`src/rtl/lcd_expr_writer.sv`:
```
// lcd_expr_writer
//   Writes the expression "a op b = rr" to line 1 of a character LCD. One
//   iGO request starts the sequence. The request snapshots the operands, the
//   operator and the ALU result. The sequence clears the screen and then sends
//   one byte per driver transaction. A fixed settle delay of DLY_MAX+1 cycles
//   follows each transaction.
//
// Ports
//   iCLK        system clock
//   iRST        synchronous reset, active-high
//   iGO         write request, accepted only while idle
//   iA, iB      operand digits (values above 9 are shown as '?')
//   iOP         operator select: 0 '+', 1 '-', 2 '*', 3 '/'
//   iRES        ALU result (values above 99 are shown as "EE")
//   oBUSY       high from the accepted request until the return to idle
//   oDONE       one-cycle pulse when the last byte has settled
//   oLCD_DATA   byte to the LCD driver
//   oLCD_RS     0 = command, 1 = character
//   oLCD_START  transaction request to the LCD driver
//   iLCD_DONE   transaction completion from the LCD driver

module lcd_expr_writer #(
   parameter int unsigned DLY_MAX = 18'h3FFFE,
   parameter int unsigned DLY_W   = 18
) (
   input  logic       iCLK,
   input  logic       iRST,
   input  logic       iGO,
   input  logic [3:0] iA,
   input  logic [3:0] iB,
   input  logic [1:0] iOP,
   input  logic [7:0] iRES,
   output logic       oBUSY,
   output logic       oDONE,
   output logic [7:0] oLCD_DATA,
   output logic       oLCD_RS,
   output logic       oLCD_START,
   input  logic       iLCD_DONE
);

   // state | meaning
   // IDLE  | waiting for iGO
   // SEND  | load the byte for idx and raise oLCD_START
   // WAIT  | hold the request until the driver reports done
   // DELAY | settle for DLY_MAX+1 cycles, then next byte or finish
   typedef enum logic [1:0] {IDLE, SEND, WAIT, DELAY} state_t;

   localparam logic [DLY_W-1:0] DLY_LAST = DLY_W'(DLY_MAX);

   state_t           state;
   logic [3:0]       snap_a;
   logic [3:0]       snap_b;
   logic [1:0]       snap_op;
   logic [7:0]       snap_res;
   logic [2:0]       idx;
   logic [DLY_W-1:0] dly_cnt;

   logic [7:0] res_tens;
   logic [7:0] res_ones;
   logic [7:0] tens_char;
   logic [7:0] ones_char;
   logic [7:0] op_char;
   logic [7:0] byte_data;
   logic       byte_rs;

   function automatic logic [7:0] digit_char(input logic [3:0] d);
      if (d > 4'd9) return 8'h3F;
      return 8'h30 + {4'h0, d};
   endfunction

   always_comb begin
      res_tens  = snap_res / 8'd10;
      res_ones  = snap_res % 8'd10;
      tens_char = 8'h45;
      ones_char = 8'h45;
      if (snap_res <= 8'd99) begin
         // A leading zero is blanked so single-digit results stay right-aligned.
         tens_char = (res_tens == 8'd0) ? 8'h20 : 8'h30 + res_tens;
         ones_char = 8'h30 + res_ones;
      end

      case (snap_op)
         2'd0:    op_char = 8'h2B;
         2'd1:    op_char = 8'h2D;
         2'd2:    op_char = 8'h2A;
         default: op_char = 8'h2F;
      endcase

      byte_rs = 1'b1;
      case (idx)
         3'd0: begin
            byte_rs   = 1'b0;
            byte_data = 8'h01;
         end
         3'd1:    byte_data = digit_char(snap_a);
         3'd2:    byte_data = op_char;
         3'd3:    byte_data = digit_char(snap_b);
         3'd4:    byte_data = 8'h3D;
         3'd5:    byte_data = tens_char;
         3'd6:    byte_data = ones_char;
         default: byte_data = 8'h00;
      endcase
   end

   always_ff @(posedge iCLK) begin
      if (iRST) begin
         state      <= IDLE;
         snap_a     <= '0;
         snap_b     <= '0;
         snap_op    <= '0;
         snap_res   <= '0;
         idx        <= '0;
         dly_cnt    <= '0;
         oBUSY      <= 1'b0;
         oDONE      <= 1'b0;
         oLCD_DATA  <= 8'h00;
         oLCD_RS    <= 1'b0;
         oLCD_START <= 1'b0;
      end else begin
         oDONE <= 1'b0;
         case (state)
            IDLE: begin
               if (iGO) begin
                  snap_a   <= iA;
                  snap_b   <= iB;
                  snap_op  <= iOP;
                  snap_res <= iRES;
                  idx      <= '0;
                  oBUSY    <= 1'b1;
                  state    <= SEND;
               end
            end
            SEND: begin
               oLCD_DATA  <= byte_data;
               oLCD_RS    <= byte_rs;
               oLCD_START <= 1'b1;
               state      <= WAIT;
            end
            WAIT: begin
               if (iLCD_DONE) begin
                  oLCD_START <= 1'b0;
                  dly_cnt    <= '0;
                  state      <= DELAY;
               end
            end
            DELAY: begin
               if (dly_cnt == DLY_LAST) begin
                  if (idx != 3'd6) begin
                     idx   <= idx + 3'd1;
                     state <= SEND;
                  end else begin
                     oBUSY <= 1'b0;
                     oDONE <= 1'b1;
                     state <= IDLE;
                  end
               end else begin
                  dly_cnt <= dly_cnt + 1'b1;
               end
            end
            default: state <= IDLE;
         endcase
      end
   end

endmodule

```
`config.mk`:
```
export PLATFORM = sky130hd
export DESIGN_NAME = lcd_expr_writer
export DESIGN_NICKNAME = d
export VERILOG_FILES = /design/src/rtl/lcd_expr_writer.sv
export SDC_FILE = /design/constraint.sdc
export NUM_CORES = 1
export LEC_CHECK = 0
export CAP_MARGIN = 10
export CORE_ASPECT_RATIO = 0.5
export CORE_MARGIN = 5
export CORE_UTILIZATION = 64
export CTS_BUF_LIST = sky130_fd_sc_hd__clkbuf_8
export DETAILED_ROUTE_END_ITERATION = 8
export HOLD_SLACK_MARGIN = 0.05
export PLACE_DENSITY_LB_ADDON = 0.2
export SLEW_MARGIN = 20
export SYNTH_ARGS = -nofsm -noshare
export SYNTH_HDL_FRONTEND = slang
export SYNTH_SLANG_ARGS = --single-unit
```
`constraint.sdc`:
```
create_clock -name iCLK -period 4.09 [get_ports iCLK]
set_input_delay 0.818 -clock iCLK [delete_from_list [all_inputs] [get_ports iCLK]]
set_output_delay 0.818 -clock iCLK [all_outputs]
set_load 0.01 [all_outputs]
```
==> flow_summary.ini, run 1 <==
[outcome]
status = complete, no violations

[placement]
numPortBuffers = 33
globalplace.congestion = 0.917
dp_cells = 524
place_area_um2 = 3700
hpwl_mm = 6.21
preCtsSetupSlack_ns = 0.823

[logic_synthesis]
seq_area_frac_synth = 0.314
ys_types = 73
ys_top_cells_by_area = dfxtp_1 31%, nand2_1 7.1%, a21oi_1 6.7%
synth-compound-area-share = 0.250
synth_top_family_by_area = simple AND/OR/NAND/NOR gates
async_flop_share = 0
synth_fa_ha_area_frac = 0.0482
synthFlopType = dfxtp_1
synth_area_per_cell_um2 = 7.65
synthXorXnorAreaFrac = 0.0597
synth_largest_area_cell = dfxtp_1
synth.most_common_cell = nand2_1
syn-instance-count = 441
synth.area.mux_share = 0.0122
post_synth_instance_area_um2 = 3370
synth_seq_cells = 53
yosysTopAreaCellShare = 0.314
synth_edf_count = 0
synthTopCellsByCount = 64 x nand2_1, 53 x dfxtp_1, 45 x a21oi_1
synthSimpleGateAreaFrac = 0.251
ys_warn_count = 0

[floorplanning]
die_area_um2 = 6910
start_util = 0.672
row_count = 18
ios = 34
dieHeight_um = 61.3
die_w_um = 113
core_area_um2 = 5020

[layout]
drive_gt1_frac = 0.0541
nets = 496
fin_util = 0.762
diodes = 0
syn_to_final_growth_pct = 13.3
finalInstanceArea_um2 = 3820
instances_no_fill = 532
fillCellCount = 369

[timing]
fin_crit_sh = 0.826
timing.setup.tns_ns = 0
final_hold_viol_count = 0
max_freq_mhz = 296
rsz0062_at_grt = no
final.setup_skew_ns = 0.00734
setup_viol = 0
slew_headroom = 0.401
min_period_ns = 3.38
drv_slew = 0
setup_ws_ns = 0.712
hold-worst-slack_ns = 0.471
worst_slew_pin_slew_ns = 0.887

[grt]
antenna_found_initial = 0
track_usage = 0.261
grt_max_degree = 27
grt_pass1_vias = 3197
overflow = 0
grt_pass1_wl_mm = 14.7

[routing]
drtPass1Iterations = 6
vias = 3329
drc_errors = 0
routed_via_density = 6.26
drt_iter0_markers = 480
wl_mm = 8.84
drtAntennaViolNets = 0
wire_per_inst_um = 16.6

[worst_hold_path]
worst_hold_path.endpoint = snap_b[0]
hp-class = reg -> reg
hold_depth = 2
hp-start = snap_b[0]

[setup_path]
cp_max_fo = 22
critPathKind = reg -> reg
required_ns = 4.30
rr_startpoint = snap_res[7]
r2r_cells = 11
timing.rr.end = oLCD_DATA[3]
cp-end-kind = register
startpoint_type = register
r2r_setup_slack_ns = 0.71
crit_arrival_ns = 3.59

[power_and_ir_drop]
pwr-share-comb = 0.404
p_clk_frac = 0.215
total_power_mw = 1.76
power_leakage_nw = 1.37
intPower_mw = 1.04
switching_share = 0.409
p_switching_mw = 0.722
vdd_ir_drop_max_uv = 344
seqPwrFrac = 0.381
p_per_area_nw_per_um2 = 461

[clock_network]
cts_sinks = 53
insertion_delay_ns = 0.32
tritoncts = done
cts_hold_buffers = 0
clk_pin_slew_ns = 0.10
root_buffer = clkbuf_8
cts_resized = 0
cts_post_setup_buffers_inserted = 0
cts_buffer_depth = 2
cts_made_buffers = 5
htreeDepth = 2

[job]
cap_violations = 0
-- per-layer routing --
| metal | up-vias | track usage | wire, um |
|---|---|---|---|
| met3 | 26 | 0.0461 | 518 |
| met5 | - | 0 | 0 |
| met4 | 0 | 0.0908 | 180 |
| met1 | 1564 | 0.305 | 3690 |
| li1 | 1613 | - | - |
| met2 | 126 | 0.498 | 4450 |
-- how the worst max path moves through the flow --
stage	start	to	slack [ns]	depth (start not counted)
6_report	snap_res[7]	oLCD_DATA[3]	0.71	11
5_1_grt	snap_res[7]	oLCD_DATA[3]	0.47	11
4_1_cts	snap_res[7]	oLCD_DATA[3]	0.83	11
3_5_place_dp	snap_res[7]	oLCD_DATA[3]	0.82	11
3_3_place_gp	snap_res[7]	oLCD_DATA[3]	1.09	11
2_1_floorplan	snap_res[4]	oLCD_DATA[3]	1.78	13
-- sequential cells by signal, summed over array words and instances, names as in the netlist --
signal	cells
dly_cnt	18
idx	3
oBUSY	1
oDONE	1
oLCD_DATA	8
oLCD_RS	1
oLCD_START	1
snap_a	4
snap_b	4
snap_op	2
snap_res	8
state	2
-- cell families after synthesis --
family / Yosys count
simple gates: 168
compound gates: 129
flops: 53
buf+inv: 50
xor+xnor: 23
fa+ha+maj: 13
mux: 4
other cells: 1
-- power groups by stage --
stage	Clock [mW]	Combinational (mW)	Sequential [mW]
finish	0.380	0.713	0.672
CTS	0.380	0.698	0.667
detailed placement	0	0.691	0.678
global route	0.410	0.787	0.680
global placement	0	0.662	0.672
floorplan	0	0.555	0.631
-- critical path, stage by stage (launching register included) --
cell and delay [ns]:
dfxtp_1 0.82, clkinv_1 0.46, a32oi_1 0.33, o221a_2 0.22, o21ai_1 0.18, xor2_1 0.21
inv_1 0.09, ha_1 0.23, nand3_1 0.12, a21oi_1 0.17, a31oi_1 0.07, o32ai_1 0.38
-- final cells by class --
| class | instances | area [um2] | share of cell area |
|---|---|---|---|
| clock buffer | 5 | 68.8 | 0.0180 |
| clock inverter | 3 | 50.0 | 0.0131 |
| inverter | 26 | 97.6 | 0.0255 |
| multi-input combinational | 339 | 2110 | 0.551 |
| sequential | 53 | 1060 | 0.277 |
| tap | 70 | 87.6 | 0.0229 |
| timing repair buffer | 36 | 353 | 0.0922 |
-- placed cells by master, fill, tap and decap left out, drive strengths merged, types with 9 or more instances in the layout --
| cell | instances |
|---|---|
| o21ai | 19 |
| xor2 | 12 |
| a31oi | 11 |
| a21oi | 46 |
| ha | 13 |
| xnor2 | 11 |
| nand4 | 9 |
| nand2 | 65 |
| nor2 | 43 |
| clkdlybuf4s50 | 33 |
| inv | 26 |
| dfxtp | 53 |
Note: power is estimated with default switching activity, not from simulation.
==> inputs of run 2 (changes only) <==
--- a/config.mk
+++ b/config.mk
@@ -8,7 +8,7 @@
 export CAP_MARGIN = 10
 export CORE_ASPECT_RATIO = 0.5
 export CORE_MARGIN = 5
-export CORE_UTILIZATION = 64
+export CORE_UTILIZATION = 54
 export CTS_BUF_LIST = sky130_fd_sc_hd__clkbuf_8
 export DETAILED_ROUTE_END_ITERATION = 8
 export HOLD_SLACK_MARGIN = 0.05
==> constraint.sdc (replaced) <==
create_clock -name iCLK -period 2.8 [get_ports iCLK]
set_input_delay 0.56 -clock iCLK [delete_from_list [all_inputs] [get_ports iCLK]]
set_output_delay 0.56 -clock iCLK [all_outputs]
set_load 0.01 [all_outputs]
==> run 2 against run 1 <==
- sequential share of layout area decreased by 1.2 points
- via count fell by 2.1%
- largest cell class unchanged
- combinational power is 56% higher
- critical path type unchanged
- core utilization down 10 points
- clock-buffer cell count is 1 higher
- largest power group unchanged
==> flow_summary.ini, run 2 (same netlist as run 1, synthesis figures left out) <==
[timing]
final_hold_viol_count = 0
slew_headroom = 0.556
max_freq_mhz = 381
setup_ws_ns = 0.172
worst_slew_pin_slew_ns = 0.666
fin_crit_sh = 0.939
drv_slew = 0
final.setup_skew_ns = 0.00379
setup_viol = 0
min_period_ns = 2.63
rsz0062_at_grt = no
timing.setup.tns_ns = 0

[clock_network]
cts_buffer_depth = 2
cts_post_setup_buffers_inserted = 0
insertion_delay_ns = 0.31
cts_hold_buffers = 0
tritoncts = done
cts_sinks = 53
root_buffer = clkbuf_8
htreeDepth = 2
cts_made_buffers = 5
clk_pin_slew_ns = 0.10

[layout]
diodes = 0
largest_register_ffs = 18
final_common_cell = nand2_1
syn_to_final_growth_pct = 18.4
layout.area.seq_um2 = 1060
multi_input_area_um2 = 2110
nets = 514
layout_common_cells = 64 x nand2_1, 52 x dfxtp_1, 45 x a21oi_1, 43 x nor2_1, 33 x clkdlybuf4s50_1
top_register = dly_cnt
reg.largest.list = dly_cnt (18), oLCD_DATA (8), snap_res (8)
fillCellCount = 540
drive_gt1_frac = 0.0938

[floorplanning]
dieHeight_um = 65.9
die_w_um = 122
start_util = 0.557
die_area_um2 = 8030
core_area_um2 = 6060
ios = 34
row_count = 20

[setup_path]
cpMaxStageDelayCell = dfxtp_1
crit_chain = inv_1, a32oi_1, o221a_2, o21ai_1, xor2_1, inv_1, ha_1, nand3_1, a21oi_1, a31oi_1, o32ai_1
critPathKind = reg -> reg
cp-end-kind = register
cp_common_cell = inv_1
critPathTopFamily = compound AO/OA/AOI/OAI gates
max_stage_delay_ns = 0.64
crit_buf_inv = 2
required_ns = 3.02
crit_arrival_ns = 2.85
cp_max_fo = 14
r2r_setup_slack_ns = 0.17
startpoint_type = register

[placement]
numPortBuffers = 33
preCtsSetupSlack_ns = 0.0920
globalplace.congestion = 0.914
hpwl_mm = 5.78

[grt]
track_usage = 0.201
grt_pass1_vias = 3011
grt_pass1_wl_mm = 13.5
antenna_found_initial = 0
grt_max_degree = 29
overflow = 0

[power_and_ir_drop]
pwr-share-comb = 0.422
seqPwrFrac = 0.364
p_per_area_nw_per_um2 = 657
total_power_mw = 2.63
p_clk_frac = 0.214
switching_share = 0.389
p_switching_mw = 1.02
intPower_mw = 1.61
power_leakage_nw = 1.47
vdd_ir_drop_max_uv = 367

[routing]
drc_errors = 0
wire_per_inst_um = 13.8
drtPass1Iterations = 5
wl_mm = 7.85
drt_iter0_markers = 243
vias = 3260
drtAntennaViolNets = 0
routed_via_density = 5.74

[outcome]
status = complete, no violations

[worst_hold_path]
hp-class = reg -> reg

[job]
cap_violations = 0
## run 2: cell types whose count changed in the layout (fill, tap and decap cells not counted), sizes merged
cell / before / now
buf: 3 / 21
clkbuf: 5 / 6
clkinv: 2 / 1
## run 2: timing repair
item,in CTS,in global routing
hold endpoints to repair,0,0
endpoints found under the setup margin,0,1
gates resized for setup,0,2
## run 2: worst paths after layout
check	startpoint	end	cells after the start
setup / recovery	snap_res[4]	oLCD_DATA[3]	11
hold / removal	snap_b[0]	snap_b[0]	2
setup reg to reg	snap_res[4]	oLCD_DATA[3]	11
hold reg to reg	snap_b[0]	snap_b[0]	2
## run 2: routing by layer
layer	part of all wire	routed length, um	GRT usage
met4	0.0099	78	0.0447
met1	0.47	3700	0.260
met2	0.47	3720	0.355
met3	0.045	350	0.0350
met5	0	0	0
## run 2: worst register-to-register path: cells and delay by family (launching register included)
kind / cells / cell delay (ns)
buffers and inverters: 2 / 0.27
AOI/OAI and AO/OA: 6 / 1.10
and+or+nand+nor: 1 / 0.12
adders and majority gates: 1 / 0.23
DFF: 1 / 0.64
xor gates and xnor gates: 1 / 0.17
## run 2: cell type report
cell class	instances	area share
multi-input combinational	339	0.529
inverter	26	0.0244
timing repair buffer	54	0.122
tap	88	0.0276
clock buffer	6	0.0207
clock inverter	2	0.0103
sequential	53	0.266
## run 2: power by group through the flow
stage                     clock (mW)  sequential, mW  combinational, mW
after floorplan                    0           0.922              0.810
after global placement             0           0.967               1.08
after detailed placement           0           0.968               1.09
after CTS                      0.577           0.952               1.10
after global routing           0.610           0.970               1.22
final                          0.561           0.956               1.11
## run 2: through the flow
| stage | hold WS (ns) | instances | utilization | instance area [um2] |
|---|---|---|---|---|
| finish | 0.465 | 568 | 0.660 | 4000 |
| global route | 0.493 | 568 | 0.660 | 4000 |
| CTS | 0.465 | 568 | 0.658 | 3980 |
| detailed placement | 0.451 | 560 | 0.637 | 3860 |
| global placement | 0.448 | 560 | 0.637 | 3860 |
| floorplan | 0.433 | 442 | - | 3380 |
==> inputs of run 3 (changes only) <==
--- a/config.mk
+++ b/config.mk
@@ -5,7 +5,7 @@
 export SDC_FILE = /design/constraint.sdc
 export NUM_CORES = 1
 export LEC_CHECK = 0
-export CAP_MARGIN = 10
+export CAP_MARGIN = 25
 export CORE_ASPECT_RATIO = 0.5
 export CORE_MARGIN = 5
 export CORE_UTILIZATION = 54
@@ -13,6 +13,8 @@
 export DETAILED_ROUTE_END_ITERATION = 8
 export HOLD_SLACK_MARGIN = 0.05
 export PLACE_DENSITY_LB_ADDON = 0.2
+export RECOVER_POWER = 50
+export SETUP_SLACK_MARGIN = 0.4
 export SLEW_MARGIN = 20
 export SYNTH_ARGS = -nofsm -noshare
 export SYNTH_HDL_FRONTEND = slang
==> run 3 against run 2 <==
- core utilization is 2.0 points higher
- fmax grew 11%
- register-to-register slack improved by 0.26 ns
- clock skew up 0.0030 ns
- clock power about the same
- sequential share of layout area is 0.50 points lower
- hold slack improved by 0.0022 ns
- wire length grew 5.6%
- first-iteration DRC count grew 8.6%
- via count up 2.1%
- critical path type unchanged
- highest routed layer unchanged
==> flow_summary.ini, run 3 (same netlist as run 1, synthesis figures left out) <==
[worst_hold_path]
hp-class = reg -> reg

[power_and_ir_drop]
vdd_ir_drop_max_uv = 318
p_switching_mw = 1.07
p_per_area_nw_per_um2 = 665
intPower_mw = 1.67
pwr-share-comb = 0.450
p_clk_frac = 0.204
switching_share = 0.389
power_leakage_nw = 1.55
seqPwrFrac = 0.347

[setup_path]
critPathKind = reg -> reg
required_ns = 3.02
cp-end-kind = register
startpoint_type = register
max_stage_delay_ns = 0.38
cpMaxStageDelayCell = dfxtp_4
cp_max_fo = 8
crit_chain = or3b_4, a32oi_2, o221a_2, o21ai_2, xor2_1, inv_1, ha_4, nand3_2, a21oi_2, a31oi_1, o32ai_2
crit_arrival_ns = 2.59

[layout]
drive_gt1_frac = 0.131
finalInstanceArea_um2 = 4120
reg.largest.list = dly_cnt (18), oLCD_DATA (8), snap_res (8)
nets = 521
final_common_cell = nand2_1
multi_input_area_um2 = 2170
diodes = 0
syn_to_final_growth_pct = 22.1
fillCellCount = 532
largest_register_ffs = 18
top_register = dly_cnt
layout_common_cells = 64 x nand2_1, 48 x dfxtp_1, 44 x a21oi_1, 43 x nor2_1
layout.area.seq_um2 = 1070

[timing]
min_period_ns = 2.36
worst_slew_pin_slew_ns = 1.24
rsz0062_at_grt = yes
slew_headroom = 0.175
setup_viol = 0
drv_slew = 0
final_hold_viol_count = 0
fin_crit_sh = 0.845
final.setup_skew_ns = 0.00678
setup_ws_ns = 0.435
timing.setup.tns_ns = 0
max_freq_mhz = 423

[floorplanning]
start_util = 0.557
row_count = 20
die_area_um2 = 8030
ios = 34
die_w_um = 122
dieHeight_um = 65.9
core_area_um2 = 6060

[placement]
numPortBuffers = 33
preCtsSetupSlack_ns = 0.0960
globalplace.congestion = 0.914
hpwl_mm = 5.92
place_area_um2 = 3870

[grt]
antenna_found_initial = 0
grt_max_degree = 29
overflow = 0
grt_pass1_vias = 3196
grt_pass1_wl_mm = 14.4
track_usage = 0.217

[routing]
wl_mm = 8.29
drtPass1Iterations = 5
drt_iter0_markers = 264
vias = 3329
wire_per_inst_um = 14.4
drc_errors = 0
routed_via_density = 5.79
drtAntennaViolNets = 0

[clock_network]
cts_sinks = 53
htreeDepth = 2
insertion_delay_ns = 0.31
root_buffer = clkbuf_8
cts_made_buffers = 5
cts_buffer_depth = 2
clk_pin_slew_ns = 0.10
tritoncts = done

[outcome]
status = complete, no violations

[job]
cap_violations = 0
## run 3: worst paths after layout
kind                    start      endpoint  slack (ns)  cells past startpoint
setup / recovery  snap_res[3]  oLCD_DATA[3]        0.44                     11
hold / removal      snap_a[0]     snap_a[0]        0.47                      2
setup reg to reg  snap_res[3]  oLCD_DATA[3]        0.44                     11
hold reg to reg     snap_a[0]     snap_a[0]        0.47                      2
## run 3: final cells by class
type                    count  area share
flip-flops and latches     53       0.261
inverters                  26      0.0237
repair buffers             61       0.131
well taps                  88      0.0267
clock buffers               6      0.0200
multi-input cells         339       0.528
clock inverters             2      0.0100
## run 3: stage by stage
stage               hold slack (ns)  power, mW  utilization  instances
finish                        0.467       2.74        0.680        575
floorplan                     0.433       1.73            -        442
global placement              0.448       2.04        0.637        560
CTS                           0.471       2.67        0.667        571
global route                  0.492       2.93        0.680        575
detailed placement            0.451       2.06        0.639        561
## run 3: per-layer routing
layer | global-route usage | vias up | wire length [um]
li1 | - | 1670 | -
met1 | 0.279 | 1539 | 3710
met2 | 0.374 | 97 | 3990
met3 | 0.0402 | 23 | 450
met4 | 0.0656 | 0 | 142
met5 | 0 | - | 0
## run 3: timing repair
action                                  in CTS  in global routing
resized for setup                           10                 12
endpoints found under the setup margin       5                  5
pin swaps                                    2                  6
setup buffers                                2                  4
hold buffers                                 0                  0
## run 3: critical path: cells and delay by family, from the launching register on
family | cells | cell delay [ns]
AOI/OAI and AO/OA | 6 | 0.98
xor gates and xnor gates | 1 | 0.15
adders and majority gates | 1 | 0.17
buffers and inverters | 1 | 0.14
DFF | 1 | 0.38
and+or+nand+nor | 2 | 0.45
## run 3: power groups by stage
stage          Clock [mW]  Combinational [mW]  Sequential [mW]
6_report            0.558                1.23            0.950
5_1_grt             0.605                1.36            0.963
4_1_cts             0.576                1.14            0.946
3_5_place_dp            0                1.09            0.969
3_3_place_gp            0                1.08            0.967
2_1_floorplan           0               0.810            0.922
